File: config.mk
export PLATFORM = sky130hd
export DESIGN_NAME = periph_bus_host
export DESIGN_NICKNAME = d
export VERILOG_FILES = /design/src/rtl/periph_bus_pkg.sv /design/src/rtl/periph_addr_decode.sv /design/src/rtl/periph_bus_host.sv
export SDC_FILE = /design/constraint.sdc
export NUM_CORES = 1
export LEC_CHECK = 0
export ABC_AREA = 0
export ABC_CLOCK_PERIOD_IN_PS = 5700
export CORE_MARGIN = 5
export CORE_UTILIZATION = 40
export DETAILED_ROUTE_END_ITERATION = 10
export GPL_TIMING_DRIVEN = 0
export PLACE_DENSITY = 0.84
export SYNTH_ARGS = -nofsm -noshare
export SYNTH_HDL_FRONTEND = slang
export SYNTH_HIERARCHICAL = 1
export SYNTH_SLANG_ARGS = --single-unit
File: constraint.sdc
create_clock -name clk_i -period 5.7 [get_ports clk_i]
set_input_delay 0.855 -clock clk_i [delete_from_list [all_inputs] [get_ports clk_i]]
set_output_delay 0.855 -clock clk_i [all_outputs]
set_load 0.03 [all_outputs]
File: src/rtl/periph_bus_pkg.sv
// Shared types and helpers for the peripheral bus host and its address decoder.
package periph_bus_pkg;

   localparam int DATA_W     = 32;
   localparam int MAX_SLAVES = 32;

   typedef enum logic [1:0] {
      IDLE   = 2'd0,
      ACCESS = 2'd1,
      WAIT   = 2'd2,
      RESP   = 2'd3
   } host_state_e;

   function automatic logic [MAX_SLAVES-1:0] onehot_sel(input logic [4:0] slot);
      onehot_sel       = '0;
      onehot_sel[slot] = 1'b1;
   endfunction

endpackage

File: src/rtl/periph_addr_decode.sv
// Combinational byte-address decoder: slot index, window hit and word alignment.
module periph_addr_decode
   import periph_bus_pkg::*;
#(
   parameter int          N_SLAVES  = 4,
   parameter int          SLOT_BITS = 12,
   parameter logic [31:0] BASE_ADDR = 32'h4000_0000,
   localparam int         SEL_W     = $clog2(N_SLAVES)
) (
   input  logic [DATA_W-1:0] addr_i,
   output logic [SEL_W-1:0]  slot_o,
   output logic              in_range_o,
   output logic              aligned_o
);

   localparam int HI_LSB = SLOT_BITS + SEL_W;

   assign slot_o     = addr_i[SLOT_BITS +: SEL_W];
   // Every bit above the slot field must equal the base address.
   assign in_range_o = ((addr_i ^ BASE_ADDR) >> HI_LSB) == '0;
   assign aligned_o  = (addr_i[1:0] == 2'b00);

endmodule

File: src/rtl/periph_bus_host.sv
// Single-outstanding host turning core valid/ready load-stores into one-cycle
// Avalon-style peripheral strobes, with fixed slave read latency.
module periph_bus_host
   import periph_bus_pkg::*;
#(
   parameter int          N_SLAVES     = 4,
   parameter int          SLOT_BITS    = 12,
   parameter logic [31:0] BASE_ADDR    = 32'h4000_0000,
   parameter int          SLAVE_AW     = 3,
   parameter int          READ_LATENCY = 1
) (
   input  logic                       clk_i,
   input  logic                       resetn_i,
   input  logic                       req_valid_i,
   output logic                       req_ready_o,
   input  logic                       req_we_i,
   input  logic [DATA_W-1:0]          req_addr_i,
   input  logic [DATA_W-1:0]          req_wdata_i,
   output logic                       rsp_valid_o,
   output logic [DATA_W-1:0]          rsp_rdata_o,
   output logic                       rsp_err_o,
   output logic [N_SLAVES-1:0]        chipselect_o,
   output logic                       read_o,
   output logic                       write_o,
   output logic [SLAVE_AW-1:0]        address_o,
   output logic [DATA_W-1:0]          writedata_o,
   input  logic [DATA_W*N_SLAVES-1:0] readdata_i,
   output host_state_e                dbg_state_o
);

   localparam int         SEL_W = $clog2(N_SLAVES);
   localparam logic [1:0] LAT   = 2'(READ_LATENCY);

   // Handshake: a request transfers on a rising edge where req_valid_i and
   // req_ready_o are both 1; responses are single-cycle pulses, never stalled.

   host_state_e       state_q;
   logic              we_q;
   logic [SEL_W-1:0]  slot_q;
   logic [1:0]        cnt_q, cnt_d;
   logic              req_ready_q, rsp_valid_q, rsp_err_q;
   logic [DATA_W-1:0] rsp_rdata_q, writedata_q;
   logic [N_SLAVES-1:0] chipselect_q;
   logic              read_q, write_q;
   logic [SLAVE_AW-1:0] address_q;

   logic [SEL_W-1:0]  dec_slot;
   logic              dec_in_range, dec_aligned;
   logic [DATA_W-1:0] slot_rdata;

   periph_addr_decode #(
      .N_SLAVES  (N_SLAVES),
      .SLOT_BITS (SLOT_BITS),
      .BASE_ADDR (BASE_ADDR)
   ) u_decode (
      .addr_i     (req_addr_i),
      .slot_o     (dec_slot),
      .in_range_o (dec_in_range),
      .aligned_o  (dec_aligned)
   );

   assign cnt_d = cnt_q - 2'd1;

   always_comb begin
      slot_rdata = '0;
      for (int k = 0; k < N_SLAVES; k++) begin
         if (slot_q == SEL_W'(k)) slot_rdata = readdata_i[k*DATA_W +: DATA_W];
      end
   end

   // resetn_i is active-high despite its name.
   always_ff @(posedge clk_i) begin
      if (resetn_i) begin
         state_q      <= IDLE;
         we_q         <= 1'b0;
         slot_q       <= '0;
         cnt_q        <= '0;
         req_ready_q  <= 1'b1;
         rsp_valid_q  <= 1'b0;
         rsp_err_q    <= 1'b0;
         rsp_rdata_q  <= '0;
         chipselect_q <= '0;
         read_q       <= 1'b0;
         write_q      <= 1'b0;
         address_q    <= '0;
         writedata_q  <= '0;
      end else begin
         chipselect_q <= '0;
         read_q       <= 1'b0;
         write_q      <= 1'b0;
         rsp_valid_q  <= 1'b0;
         case (state_q)
            IDLE: begin
               if (req_valid_i) begin
                  we_q        <= req_we_i;
                  slot_q      <= dec_slot;
                  address_q   <= req_addr_i[2 +: SLAVE_AW];
                  writedata_q <= req_wdata_i;
                  req_ready_q <= 1'b0;
                  if (dec_in_range && dec_aligned) begin
                     state_q      <= ACCESS;
                     chipselect_q <= N_SLAVES'(onehot_sel(5'(dec_slot)));
                     read_q       <= ~req_we_i;
                     write_q      <= req_we_i;
                  end else begin
                     state_q     <= RESP;
                     rsp_valid_q <= 1'b1;
                     rsp_err_q   <= 1'b1;
                     rsp_rdata_q <= '0;
                  end
               end
            end
            ACCESS: begin
               if (we_q) begin
                  state_q     <= RESP;
                  rsp_valid_q <= 1'b1;
                  rsp_err_q   <= 1'b0;
                  rsp_rdata_q <= '0;
               end else begin
                  state_q <= WAIT;
                  cnt_q   <= LAT;
               end
            end
            WAIT: begin
               cnt_q <= cnt_d;
               if (cnt_q == 2'd1) begin
                  state_q     <= RESP;
                  rsp_valid_q <= 1'b1;
                  rsp_err_q   <= 1'b0;
                  rsp_rdata_q <= slot_rdata;
               end
            end
            RESP: begin
               state_q     <= IDLE;
               req_ready_q <= 1'b1;
               rsp_err_q   <= 1'b0;
               rsp_rdata_q <= '0;
            end
            default: state_q <= IDLE;
         endcase
      end
   end

   assign req_ready_o  = req_ready_q;
   assign rsp_valid_o  = rsp_valid_q;
   assign rsp_rdata_o  = rsp_rdata_q;
   assign rsp_err_o    = rsp_err_q;
   assign chipselect_o = chipselect_q;
   assign read_o       = read_q;
   assign write_o      = write_q;
   assign address_o    = address_q;
   assign writedata_o  = writedata_q;
   assign dbg_state_o  = state_q;

endmodule

* Word level (Yosys, flattened, before mapping)
Index checks and enable logic that the tools add are counted.
W data, S select, Z words.
** Cells by class
- Bitwise gates (word level) :: 5
- $lt $le $gt $ge :: 2
- $add $sub $neg :: 1
- Reductions and logical operators :: 14
- Multiplexer cells :: 30
- Equality and inequality tests :: 12
** Operators by type and width (count)
- $mux W32 :: 8
- $pmux W32 S4 :: 1
- $logic_not A32 Y1 :: 1
- $mux W1 :: 11
- $ne A2 B2 Y1 const B :: 5
- $eq A2 B2 Y1 const B :: 4
- $mux W2 :: 4
- $pmux W2 S4 :: 1
- $reduce_and A2 Y1 :: 4
- $eq A2 B1 Y1 const B :: 3
- $logic_not A2 Y1 :: 3
- $lt A2 B6 Y1 const B :: 1
- $not A1 Y1 :: 5
- $pmux W1 S4 :: 1
- $pmux W2 S2 :: 1
- $reduce_and A4 Y1 :: 1
- $reduce_bool A2 Y1 :: 2
- $reduce_or A4 Y1 :: 1
- $pmux W1 S3 :: 1
- $demux W1 S2 :: 1
- $ge A2 B1 Y1 const B :: 1
- $logic_and A1 B1 Y1 :: 2
- $pmux W1 S2 :: 1
- $sub A2 B1 Y2 const B :: 1
** Storage, ports and cells
- Output and inout bits :: 78
- Logic and storage cells :: 77
- Input port bits :: 196
- Register bits :: 83

* Longest topological paths before layout
- Depth after elaboration :: 7
- Depth in mapped cells :: 8

* Modules after synthesis
The synthesis kept the hierarchy.
** Modules (own cells, without submodules)
- periph_bus_host :: area an instance 4342.9 sq um, cells an instance 455, instances 1
- periph_addr_decode :: area an instance 66.3 sq um, cells an instance 10, instances 1

* Worst setup path before layout
Ideal clock, no wire load.
- Path type :: input -> register
- From :: input req_addr_i[24]
- To :: register rsp_err_q (netlist: rsp_err_o)
- Path slack :: 3.271 ns
- Cell stages on the path :: 8
- Arrival time :: 2.315 ns
- Library setup time :: 0.115 ns
- Path buffers :: 2
- Cells stage by stage :: nor4_1 -> nand4_1 -> nor4_2 -> nand3_2 -> and4_1 -> buf_6 -> buf_6 -> o21a_1
** Between the ends
- Word-level cells in the longest chain between the ends :: 4
** Ends and longest elaborated chain
- start: declaration :: line periph_bus_host.sv:17 : input logic [DATA_W-1:0] req_addr_i,
- $logic_not A32 Y1 :: line periph_addr_decode.sv:20 : assign in_range_o = ((addr_i ^ BASE_ADDR) >> HI_LSB) == '0;
- net dec_in_range :: line periph_bus_host.sv:48 : logic dec_in_range, dec_aligned;
- $logic_and A1 B1 Y1 :: line periph_bus_host.sv:100 : if (dec_in_range && dec_aligned) begin
- $ne A2 B2 Y1 (no line)
- $reduce_and A4 Y1 (no line)
- end signal: assignment :: line periph_bus_host.sv:108 : rsp_err_q <= 1'b1;
- end signal: assignment :: line periph_bus_host.sv:117 : rsp_err_q <= 1'b0;
- end signal: assignment :: line periph_bus_host.sv:129 : rsp_err_q <= 1'b0;
- end: declaration :: line periph_bus_host.sv:41 : logic req_ready_q, rsp_valid_q, rsp_err_q;
The timed path passes the listed nets, and every way through them passes these cells.
A chain may end at the register's enable or synchronous reset.

* Worst setup path in the final report
- From :: input req_addr_i[20]
- To :: register rsp_rdata_q[26] (netlist: rsp_rdata_o[26])
** Between the ends
- Word-level cells in the longest chain between the ends :: 4
** Ends and longest elaborated chain
- $logic_not A32 Y1 :: line periph_addr_decode.sv:20
- net dec_in_range :: line periph_bus_host.sv:48
- $logic_and A1 B1 Y1 :: line periph_bus_host.sv:100
- $ne A2 B2 Y1 (no line)
- $reduce_and A4 Y1 (no line)
- end signal: assignment :: line periph_bus_host.sv:130 : rsp_rdata_q <= slot_rdata;
- end: declaration :: line periph_bus_host.sv:42 : logic [DATA_W-1:0] rsp_rdata_q, writedata_q;
The timed path passes the listed nets, and every way through them passes these cells.

==> results.json <==
{
  "dp_slack_ns": 2.49,
  "drv_slew": 0,
  "vdd_drop_max_v": 0.000238,
  "r2r_start": "dbg_state_o[0]$_SDFFE_PP0P_",
  "r2r_setup_slack_ns": 3.57,
  "io_buffer_count": 263,
  "finalCritPeriodShare": 0.496,
  "drt-vias-per-instance": 5.36,
  "start_kind": "input port",
  "gp_congestion": 0.910,
  "clk_latency_ns": 0.34,
  "ys_warn_count": 6,
  "r2r-end": "rsp_rdata_o[14]$_SDFFE_PP0P_",
  "cts_buffers": 9,
  "setup_viol": 0,
  "grt_pass1_vias": 5001,
  "tritoncts": "yes",
  "skew_ns": 0.0131,
  "placedCellCount": 868,
  "grt_setup_unrepaired": "no",
  "synth_top_family_by_area": "compound AO/OA/AOI/OAI gates",
  "worst_pin_slew_ns": 0.730,
  "stdcell_count": 885,
  "syn_nets": 666,
  "io_pins": 274,
  "drtIter0Drc": 291,
  "setup_tns_ns": 0,
  "whs_endpoint": "writedata_o[13]$_SDFFE_PP0P_",
  "yosys-top-cells-count": "83 x dfxtp_1, 79 x nand2_1, 45 x mux2_2, 43 x a21oi_1",
  "grt_max_degree": 14,
  "muxShareOfSynthArea": 0.163,
  "ys_seq_elements": 83,
  "syn_area_sq_um": 4410,
  "via_count": 4747,
  "cts_num_sinks": 83,
  "cp_max_fo": 10,
  "drv_cap": 0,
  "wl_microns": 16800,
  "drive_gt1_frac": 0.159,
  "core_area_sq_um": 10800,
  "path_cells": "clkdlybuf4s50_1 > nor4_1 > nand4_1 > nor4_2 > nand3_2 > clkbuf_1 > a41oi_1 > a211oi_2",
  "area_growth_pct": 68.1,
  "path_clk_slew_ns": 0.08,
  "ctsResizeCount": 0,
  "relSlewSlack": 0.513,
  "hold_viol_final": 0,
  "synth_edf_count": 0,
  "antenna_found_initial": 1,
  "finalCriticalPeriod_ns": 2.82,
  "hold_buffers": 0,
  "async_flop_share": 0,
  "critPathTopFamily": "simple AND/OR/NAND/NOR gates",
  "synth_compound_area_frac": 0.271,
  "synth.avg_cell_area_sq_um": 9.48,
  "worst_slack_ns": 2.88,
  "firstDrtPassIters": 4,
  "synth_area_leader_cell": "dfxtp_1",
  "grt_overflow": 0,
  "drc": 0,
  "synthFlopType": "dfxtp_1",
  "rows": 38,
  "ant_nets": 0,
  "p_leak_nw": 2.58,
  "required_ns": 5.90,
  "status": "completed",
  "die_y_microns": 115,
  "power.density_nw_per_um2": 424,
  "final_util": 0.684,
  "ff_latch_area_sq_um": 1660,
  "crit_type": "input port to flip-flop",
  "hold_class": "flip-flop to flip-flop",
  "endpoint_kind": "flip-flop",
  "arrival_ns": 3.02,
  "syn_inst": 465,
  "slowest_stage": "clkdlybuf4s50_1",
  "hp-start": "writedata_o[13]$_SDFFE_PP0P_",
  "ys_seq_area_frac": 0.377,
  "synth_top_area_frac": 0.377,
  "synth_fa_ha_area_frac": 0.0142,
  "yosysMostFrequentCell": "dfxtp_1",
  "path_buf_inv": 2,
  "nets": 940,
  "synth-xor-area-share": 0,
  "holdPathStages": 2,
  "die-area_sq_um": 13200,
  "synth_cell_type_count": 37,
  "multi_input_area_sq_um": 2460,
  "die_w_microns": 115,
  "wire_per_inst_microns": 18.9,
  "reg2reg_depth": 7,
  "post_cts.repair.setup_buffers": 0,
  "clock_path_buffers": 2,
  "cts_root_buf": "clkbuf_8",
  "p_total_w": 0.00314,
  "fmax_mhz": 354,
  "start_util": 0.407,
  "fillCellCount": 887,
  "grt_usage": 0.241,
  "max_stage_delay_ns": 0.40,
  "yosys.area_share.simple": 0.109,
  "dp_hpwl_microns": 13600,
  "synth.top_cells.by_area": "dfxtp_1 38%, mux2_2 11%, a211oi_2 8.2%, nand2_1 6.7%, a41oi_1 6.4%",
  "htreeDepth": 3,
  "grt_pass1_wl_microns": 25400
}
[per-stage QoR]
stage	hold WS, ns	cell area, sq um
floorplan	0.445	4410
global placement	0.442	7220
detailed placement	0.450	7220
CTS	0.461	7410
global route	0.471	7410
finish	0.459	7410
[layout by cell type, fill, tap and decap left out, drive strengths merged, types with 2 or more instances in the layout]
cell type and instances:
clkinv 3, ha 5, a21o 2, a41oi 32, a21oi 43, buf 29
dfxtp 83, inv 4, nor3 4, nand4 2, nor4 4, nor2 4
nor3b 2, a211oi 32, mux2 64, a22oi 32, nand2b 4, clkdlybuf4s50 263
clkbuf 35, and4 2, and2 3, nand2 79
[worst max path at each step]
stage / start / end / cells past startpoint
floorplan: req_addr_i[24] / rsp_err_o$_SDFFE_PP0P_ / 8
global placement: req_addr_i[20] / rsp_err_o$_SDFFE_PP0P_ / 9
detailed placement: req_addr_i[20] / rsp_rdata_o[14]$_SDFFE_PP0P_ / 8
CTS: req_addr_i[20] / rsp_rdata_o[14]$_SDFFE_PP0P_ / 8
global route: req_addr_i[24] / rsp_rdata_o[14]$_SDFFE_PP0P_ / 8
finish: req_addr_i[20] / rsp_rdata_o[26]$_SDFFE_PP0P_ / 8
[routing by layer]
| layer | wire length [microns] | global-route usage | up-vias | share of wire |
|---|---|---|---|---|
| met4 | 625 | 0.0962 | 0 | 0.037 |
| li1 | - | - | 2286 | - |
| met5 | 0 | 0 | - | 0 |
| met1 | 6350 | 0.257 | 2236 | 0.38 |
| met2 | 8460 | 0.446 | 186 | 0.50 |
| met3 | 1320 | 0.0674 | 39 | 0.079 |
[tightest hold or removal path, cell delays in order (launching register included)]
cell and delay, ns:
dfxtp_1 0.31, nand2_1 0.05, a21oi_1 0.05
[report_power, final]
group | switching [W] | leakage (nW) | total (W) | internal, W
Clock | 0.000209 | 0.0991 | 0.000421 | 0.000213
Combinational | 0.00105 | 1.80 | 0.00187 | 0.000817
Sequential | 0.000101 | 0.681 | 0.000851 | 0.000750
[registers in the layout, summed over array words and instances, names as in the netlist]
| register | flops |
|---|---|
| rsp_err_o | 1 |
| writedata_o | 32 |
| read_o | 1 |
| rsp_rdata_o | 32 |
| address_o | 3 |
| write_o | 1 |
| rsp_valid_o | 1 |
| slot_q | 2 |
| we_q | 1 |
| cnt_q | 2 |
| chipselect_o | 4 |
| req_ready_o | 1 |
| dbg_state_o | 2 |
[kinds of logic (layout without fill, tap and decap cells)]
group | count (synthesis) | count (layout)
AO/OA/AOI/OAI | 148 | 148
other | 0 | 1
AND/OR/NAND/NOR | 108 | 108
multiplexers | 64 | 64
flip-flops | 83 | 83
adder cells (fa/ha/maj) | 5 | 5
buffers and inverters | 57 | 336
[layout make-up]
type | instances | share of cell area
Timing Repair Buffer | 263 | 0.355
Buffer | 53 | 0.0371
Antenna cell | 1 | 0.000338
Clock buffer | 11 | 0.0191
Sequential cell | 83 | 0.224
Inverter | 4 | 0.00203
Tap cell | 140 | 0.0236
Clock inverter | 5 | 0.00709
Multi-Input combinational cell | 325 | 0.331
(Power assumes the default switching activity.)
